File: config.mk
export PLATFORM = sky130hd
export DESIGN_NAME = mem_arbiter
export DESIGN_NICKNAME = d
export VERILOG_FILES = /design/src/rtl/mem_arb_pkg.sv /design/src/rtl/mem_lane_align.sv /design/src/rtl/mem_arbiter.sv
export SDC_FILE = /design/constraint.sdc
export NUM_CORES = 1
export LEC_CHECK = 0
export CORE_UTILIZATION = 40
export CTS_CLUSTER_SIZE = 16
export DETAILED_ROUTE_END_ITERATION = 6
export GPL_TIMING_DRIVEN = 0
export PLACE_DENSITY = 0.71
export SLEW_MARGIN = 25
export SYNTH_ARGS = -nofsm -noshare
export SYNTH_HDL_FRONTEND = slang
export SYNTH_SLANG_ARGS = --single-unit
File: constraint.sdc
create_clock -name clk -period 5.2 [get_ports clk]
set_input_delay 1.3 -clock clk [delete_from_list [all_inputs] [get_ports clk]]
set_output_delay 1.3 -clock clk [all_outputs]
set_load 0.005 [all_outputs]
File: src/rtl/mem_arb_pkg.sv
// Shared types and widths for the unified-memory arbiter.
package mem_arb_pkg;

  localparam int unsigned DATA_W = 32;
  localparam int unsigned BE_W   = 4;
  localparam int unsigned CNT_W  = 4;

  typedef enum logic [1:0] {
    MODE_W = 2'b00,
    MODE_H = 2'b01,
    MODE_B = 2'b10
  } mem_mode_t;

  typedef enum logic [1:0] {
    IDLE,
    ISSUE,
    WAIT,
    RESP
  } arb_state_t;

  typedef enum logic {
    PORT_C = 1'b0,
    PORT_D = 1'b1
  } port_t;

endpackage

File: src/rtl/mem_lane_align.sv
// Byte-lane steering: byte enables, write replication, read shift/mask, misalignment.
module mem_lane_align
  import mem_arb_pkg::*;
(
  input  logic [1:0]        mode,
  input  logic [1:0]        lane,
  input  logic [DATA_W-1:0] wdata_in,
  input  logic [DATA_W-1:0] mem_rdata,
  output logic [BE_W-1:0]   be_c,
  output logic [DATA_W-1:0] wdata_c,
  output logic [DATA_W-1:0] rdata_c,
  output logic              misaligned_c
);

  logic [DATA_W-1:0] shifted_c;

  // Lane selection per access size; unknown modes behave as word.
  always_comb begin
    shifted_c    = mem_rdata >> {lane, 3'b000};
    be_c         = 4'b1111;
    wdata_c      = wdata_in;
    rdata_c      = shifted_c;
    misaligned_c = (lane != 2'b00);
    case (mode)
      MODE_H: begin
        be_c         = lane[1] ? 4'b1100 : 4'b0011;
        wdata_c      = {2{wdata_in[15:0]}};
        rdata_c      = {16'h0000, shifted_c[15:0]};
        misaligned_c = lane[0];
      end
      MODE_B: begin
        be_c         = 4'b0001 << lane;
        wdata_c      = {4{wdata_in[7:0]}};
        rdata_c      = {24'h000000, shifted_c[7:0]};
        misaligned_c = 1'b0;
      end
      default: ;
    endcase
  end

endmodule

File: src/rtl/mem_arbiter.sv
// Two-master arbiter for the single-port unified memory (core port C, DMA port D).
module mem_arbiter
  import mem_arb_pkg::*;
#(
  parameter int unsigned AW        = 32,
  parameter int unsigned MEM_LAT   = 1,
  parameter int unsigned CORE_PRIO = 1
) (
  input  logic              clk,
  input  logic              reset,
  input  logic              c_req,
  input  logic              c_we,
  input  logic [AW-1:0]     c_addr,
  input  logic [DATA_W-1:0] c_wdata,
  input  logic [1:0]        c_mode,
  output logic              c_done,
  output logic              c_err,
  output logic [DATA_W-1:0] c_rdata,
  input  logic              d_req,
  input  logic              d_we,
  input  logic [AW-1:0]     d_addr,
  input  logic [DATA_W-1:0] d_wdata,
  input  logic [1:0]        d_mode,
  output logic              d_done,
  output logic              d_err,
  output logic [DATA_W-1:0] d_rdata,
  output logic              mem_en,
  output logic              mem_we,
  output logic [AW-1:0]     mem_addr,
  output logic [BE_W-1:0]   mem_be,
  output logic [DATA_W-1:0] mem_wdata,
  input  logic [DATA_W-1:0] mem_rdata
);

  arb_state_t        state_q, state_d;
  port_t             grant_q, grant_d;
  port_t             last_q, last_d;
  logic              we_q, we_d;
  logic [AW-1:0]     addr_q, addr_d;
  logic [DATA_W-1:0] wdata_q, wdata_d;
  logic [1:0]        mode_q, mode_d;
  logic              err_q, err_d;
  logic [CNT_W-1:0]  cnt_q, cnt_d;
  logic              take_c;

  logic              mem_en_q, mem_en_d;
  logic              mem_we_q, mem_we_d;
  logic [AW-1:0]     mem_addr_q, mem_addr_d;
  logic [BE_W-1:0]   mem_be_q, mem_be_d;
  logic [DATA_W-1:0] mem_wdata_q, mem_wdata_d;
  logic              c_done_q, c_done_d, c_err_q, c_err_d;
  logic              d_done_q, d_done_d, d_err_q, d_err_d;
  logic [DATA_W-1:0] c_rdata_q, c_rdata_d, d_rdata_q, d_rdata_d;
  logic              issue_c, resp_c, capture_c;

  logic [BE_W-1:0]   be_c;
  logic [DATA_W-1:0] wdata_al_c;
  logic [DATA_W-1:0] rdata_al_c;
  logic              misaligned_c;

  // Single lane aligner; fed with the request being latched (IDLE) or the held one.
  mem_lane_align u_align (
    .mode         (mode_d),
    .lane         (addr_d[1:0]),
    .wdata_in     (wdata_d),
    .mem_rdata    (mem_rdata),
    .be_c         (be_c),
    .wdata_c      (wdata_al_c),
    .rdata_c      (rdata_al_c),
    .misaligned_c (misaligned_c)
  );

  // Arbitration in IDLE and latching of the winning request.
  always_comb begin
    take_c  = 1'b0;
    grant_d = grant_q;
    last_d  = last_q;
    we_d    = we_q;
    addr_d  = addr_q;
    wdata_d = wdata_q;
    mode_d  = mode_q;
    if (state_q == IDLE && (c_req || d_req)) begin
      take_c = 1'b1;
      if (c_req && d_req) begin
        grant_d = ((CORE_PRIO != 0) || (last_q == PORT_D)) ? PORT_C : PORT_D;
      end else begin
        grant_d = c_req ? PORT_C : PORT_D;
      end
      last_d = grant_d;
      if (grant_d == PORT_C) begin
        we_d    = c_we;
        addr_d  = c_addr;
        wdata_d = c_wdata;
        mode_d  = c_mode;
      end else begin
        we_d    = d_we;
        addr_d  = d_addr;
        wdata_d = d_wdata;
        mode_d  = d_mode;
      end
    end
  end

  // Next-state logic and latency counter.
  always_comb begin
    state_d = state_q;
    cnt_d   = cnt_q;
    err_d   = err_q;
    case (state_q)
      IDLE: begin
        if (take_c) begin
          err_d   = misaligned_c;
          state_d = misaligned_c ? RESP : ISSUE;
        end
      end
      ISSUE: begin
        cnt_d   = CNT_W'(MEM_LAT - 1);
        state_d = (MEM_LAT > 1) ? WAIT : RESP;
      end
      WAIT: begin
        cnt_d = cnt_q - CNT_W'(1);
        if (cnt_d == '0) begin
          state_d = RESP;
        end
      end
      RESP: begin
        state_d = IDLE;
      end
      default: begin
        state_d = IDLE;
      end
    endcase
  end

  // Registered outputs derived from the upcoming state.
  always_comb begin
    issue_c     = (state_d == ISSUE);
    resp_c      = (state_d == RESP);
    capture_c   = resp_c && (state_q != IDLE) && !we_d;
    mem_en_d    = issue_c;
    mem_we_d    = issue_c & we_d;
    mem_addr_d  = issue_c ? {addr_d[AW-1:2], 2'b00} : '0;
    mem_be_d    = issue_c ? be_c : '0;
    mem_wdata_d = issue_c ? wdata_al_c : '0;
    c_done_d    = resp_c && (grant_d == PORT_C);
    d_done_d    = resp_c && (grant_d == PORT_D);
    c_err_d     = c_done_d & err_d;
    d_err_d     = d_done_d & err_d;
    c_rdata_d   = (capture_c && grant_d == PORT_C) ? rdata_al_c : c_rdata_q;
    d_rdata_d   = (capture_c && grant_d == PORT_D) ? rdata_al_c : d_rdata_q;
  end

  // FSM state register.
  always_ff @(posedge clk or negedge reset) begin
    if (!reset) begin
      state_q <= IDLE;
      cnt_q   <= '0;
      err_q   <= 1'b0;
    end else begin
      state_q <= state_d;
      cnt_q   <= cnt_d;
      err_q   <= err_d;
    end
  end

  // Request latch, grant history and output registers.
  always_ff @(posedge clk or negedge reset) begin
    if (!reset) begin
      grant_q     <= PORT_C;
      last_q      <= PORT_D;
      we_q        <= 1'b0;
      addr_q      <= '0;
      wdata_q     <= '0;
      mode_q      <= 2'b00;
      mem_en_q    <= 1'b0;
      mem_we_q    <= 1'b0;
      mem_addr_q  <= '0;
      mem_be_q    <= '0;
      mem_wdata_q <= '0;
      c_done_q    <= 1'b0;
      c_err_q     <= 1'b0;
      c_rdata_q   <= '0;
      d_done_q    <= 1'b0;
      d_err_q     <= 1'b0;
      d_rdata_q   <= '0;
    end else begin
      grant_q     <= grant_d;
      last_q      <= last_d;
      we_q        <= we_d;
      addr_q      <= addr_d;
      wdata_q     <= wdata_d;
      mode_q      <= mode_d;
      mem_en_q    <= mem_en_d;
      mem_we_q    <= mem_we_d;
      mem_addr_q  <= mem_addr_d;
      mem_be_q    <= mem_be_d;
      mem_wdata_q <= mem_wdata_d;
      c_done_q    <= c_done_d;
      c_err_q     <= c_err_d;
      c_rdata_q   <= c_rdata_d;
      d_done_q    <= d_done_d;
      d_err_q     <= d_err_d;
      d_rdata_q   <= d_rdata_d;
    end
  end

  assign mem_en    = mem_en_q;
  assign mem_we    = mem_we_q;
  assign mem_addr  = mem_addr_q;
  assign mem_be    = mem_be_q;
  assign mem_wdata = mem_wdata_q;
  assign c_done    = c_done_q;
  assign c_err     = c_err_q;
  assign c_rdata   = c_rdata_q;
  assign d_done    = d_done_q;
  assign d_err     = d_err_q;
  assign d_rdata   = d_rdata_q;

endmodule

==> results.yml <==
drt:
  wl_per_cell_um: 19.8
  final_antenna_net_count: 0
  vias_per_cell: 5.34
  drtIter0Drc: 409
  drc_errors: 0
  routed-via-count: 7802
  dr.pass1.iters: 5
  wl_mm: 29.0
grt:
  antenna_found_initial: 0
  grt_use_total: 0.241
  globalRouteMet3Util: 0.0670
  globalRouteMet2Util: 0.394
  grt_pass1_wl_mm: 44.6
  grt_max_degree: 87
  grt_use_met1: 0.308
  grt_pass1_vias: 7915
  grt-ovfl-total: 0
  grt-busiest-layer: "met2"
logic_synthesis:
  yosys.cell_types.count: 50
  netlist.area_leader.share: 0.568
  ys_top_cells_by_area: "dfrtp_1, mux2i_1, mux2_2"
  yosysTopAreaCell: "dfrtp_1"
  netlist_instances: 828
  ys_warn_count: 0
  synth.most_common_cell: "dfrtp_1"
  syn_area_um2: 9300
  ys_seq_elements: 211
  async_reset_ff_frac: 1.00
  synth_edf_count: 0
  synthTopCellsByCount: "dfrtp_1, nand2_1, o21ai_0"
  seq_area_frac_synth: 0.568
  synth_ff_type: "dfrtp_1"
  syn_area_per_cell_um2: 11.2
timing:
  holdWs_ns: 0.465
  fin_crit_ns: 4.76
  clock.fmax_mhz: 210
  clock_skew_ns: 0.00835
  rsz0062_at_grt: "no"
  slew_headroom: 0.552
  hold_violations: 0
  tightest_slew_ns: 0.672
  layout_setup_ws_ns: 0.436
  setup-tns-final_ns: 0
  final.period_utilization: 0.916
  drv_slew: 0
  setup_viol: 0
power:
  combinationalPowerShare: 0.450
  p_sw_frac: 0.372
  pwr-share-seq: 0.321
  ir_drop_mv: 0.345
  p_leak_uw: 0.00601
  p_per_area_nw_per_um2: 570
  p_int_uw: 4870
  p_clk_frac: 0.229
  p_switching_uw: 2880
place:
  dp_hpwl_mm: 21.1
  post-place-ws_ns: -0.656
  place_congestion: 0.834
  numPortBuffers: 304
cells_and_area:
  drive_gt1_frac: 0.103
  antennaDiodeCount: 0
  area_growth_pct: 46.3
  finalNetCount: 1337
  fillCellCount: 1917
run:
  drv_cap: 0
outcome:
  outcome: "completed"
clock_tree:
  htreeDepth: 1
  cts_sinks: 211
  cts_buffers: 24
  clk_latency_ns: 0.51
  clk_path_buf_depth: 3
  tritoncts: "yes"
  ctsHoldBuffers: 0
  cts_setup_buffers: 0
  cts_root_buf: "clkbuf_16"
  path_clk_slew_ns: 0.06
die:
  dieArea_um2: 23900
  num_io_pins: 308
  start_util: 0.409
  placementRows: 55
  die_w_um: 154
  fp.coreArea_um2: 22700
  die_h_um: 154
setup_path:
  required_ns: 5.64
  worstSetupPathType: "in2reg"
  crit_fanout: 10
  ff2ff_setup_slack_ns: 1.16
  startpoint_type: "input port"
  cp.arrival_ns: 5.20
  cp-end-kind: "flip-flop"
worst_hold_path:
  hold_class: "reg2reg"
-- cell families (layout without fill, tap and decap cells) --
family          after synthesis  in the layout  synth area share
mux                          96             96             0.109
other cells                   1              2          0.000403
fa+ha+maj                     7              7           0.00942
flops                       211            211             0.568
buf+inv                      79            427            0.0402
compound gates              223            223             0.154
xor+xnor                      2              2           0.00188
simple gates                209            209             0.117
-- critical path, stage by stage --
cell and delay [ns]:
clkdlybuf4s50_1 0.43, buf_2 0.20, o21ai_2 0.44, clkbuf_1 0.41, clkbuf_2 0.33, o21ai_0 0.20
ha_1 0.48, o21ai_0 0.32, a41oi_2 0.20, or2_1 0.26, buf_6 0.15, inv_2 0.09
buf_2 0.21, and2_1 0.17
-- layer usage --
metal / share of wire / up-vias
met5: 0 / -
met4: 0.031 / 0
met3: 0.086 / 44
met2: 0.47 / 324
met1: 0.41 / 3837
li1: - / 3597
-- power groups by stage --
stage	Clock (uW)	Sequential, uW	Combinational (uW)
finish	1770	2490	3490
global route	1870	2550	3800
CTS	1800	2490	3480
detailed placement	0	2510	3460
global placement	0	2490	3390
floorplan	0	2480	1930
-- cells in the final DEF, fill, tap and decap left out, types with 8 or more instances in the layout --
master           count
clkbuf_16           25
nor2_1              27
nor2b_1             23
and2_1              41
a211oi_1             8
nand2_1             85
clkdlybuf4s50_1    303
o31ai_1             16
buf_2               17
clkbuf_1            34
a22o_1              16
inv_1               13
o21ai_0             65
dfrtp_1            211
a22oi_1             16
o2bb2ai_1            8
mux2i_1             56
o22ai_1             29
a21oi_1             41
clkbuf_8             9
mux2_2              34
nor3_1              12
-- flip-flops by register name (all words and copies together), names as in the netlist --
| register | cells |
|---|---|
| d_rdata | 32 |
| mem_we | 1 |
| addr_q | 32 |
| grant_q | 1 |
| mem_wdata | 32 |
| mode_q | 2 |
| state_q | 2 |
| c_done | 1 |
| wdata_q | 32 |
| c_rdata | 32 |
| d_done | 1 |
| d_err | 1 |
| mem_en | 1 |
| mem_addr | 30 |
| err_q | 1 |
| cnt_q | 4 |
| we_q | 1 |
| c_err | 1 |
| mem_be | 4 |
-- final cells by class --
type	count	area, um^2	area share
Clock buffer	39	768	0.0565
Timing Repair Buffer	306	3100	0.228
Tap cell	285	357	0.0262
Sequential cell	211	5280	0.388
Multi-Input combinational cell	539	3650	0.268
Buffer	61	308	0.0226
Clock inverter	4	73.8	0.00543
Inverter	17	63.8	0.00469
-- per-stage QoR --
step / cell area (um^2) / utilization / total power, uW / cells
after CTS: 13600 / 0.599 / 7770 / 1463
final: 13600 / 0.599 / 7750 / 1462
after detailed placement: 12800 / 0.562 / 5960 / 1420
after global placement: 12700 / 0.559 / 5880 / 1418
after floorplan: 9300 / - / 4410 / 829
after global routing: 13600 / 0.599 / 8220 / 1462
-- what timing repair did --
| action | CTS | global route |
|---|---|---|
| pin swaps | 0 | 0 |
| resized for setup | 1 | 2 |
| setup endpoints to repair | 40 | 55 |
-- worst paths after layout --
kind	from	endpoint	depth (start not counted)
min in group asynchronous	reset	we_q	1
max in group asynchronous	reset	mem_addr[17]	2
worst max-delay path	c_req	mem_addr[6]	14
worst min-delay path	wdata_q[27]	wdata_q[27]	2
worst max register to register	state_q[1]	mem_addr[6]	15
worst min register to register	wdata_q[27]	wdata_q[27]	2
Note: power is estimated with default switching activity, not from simulation.
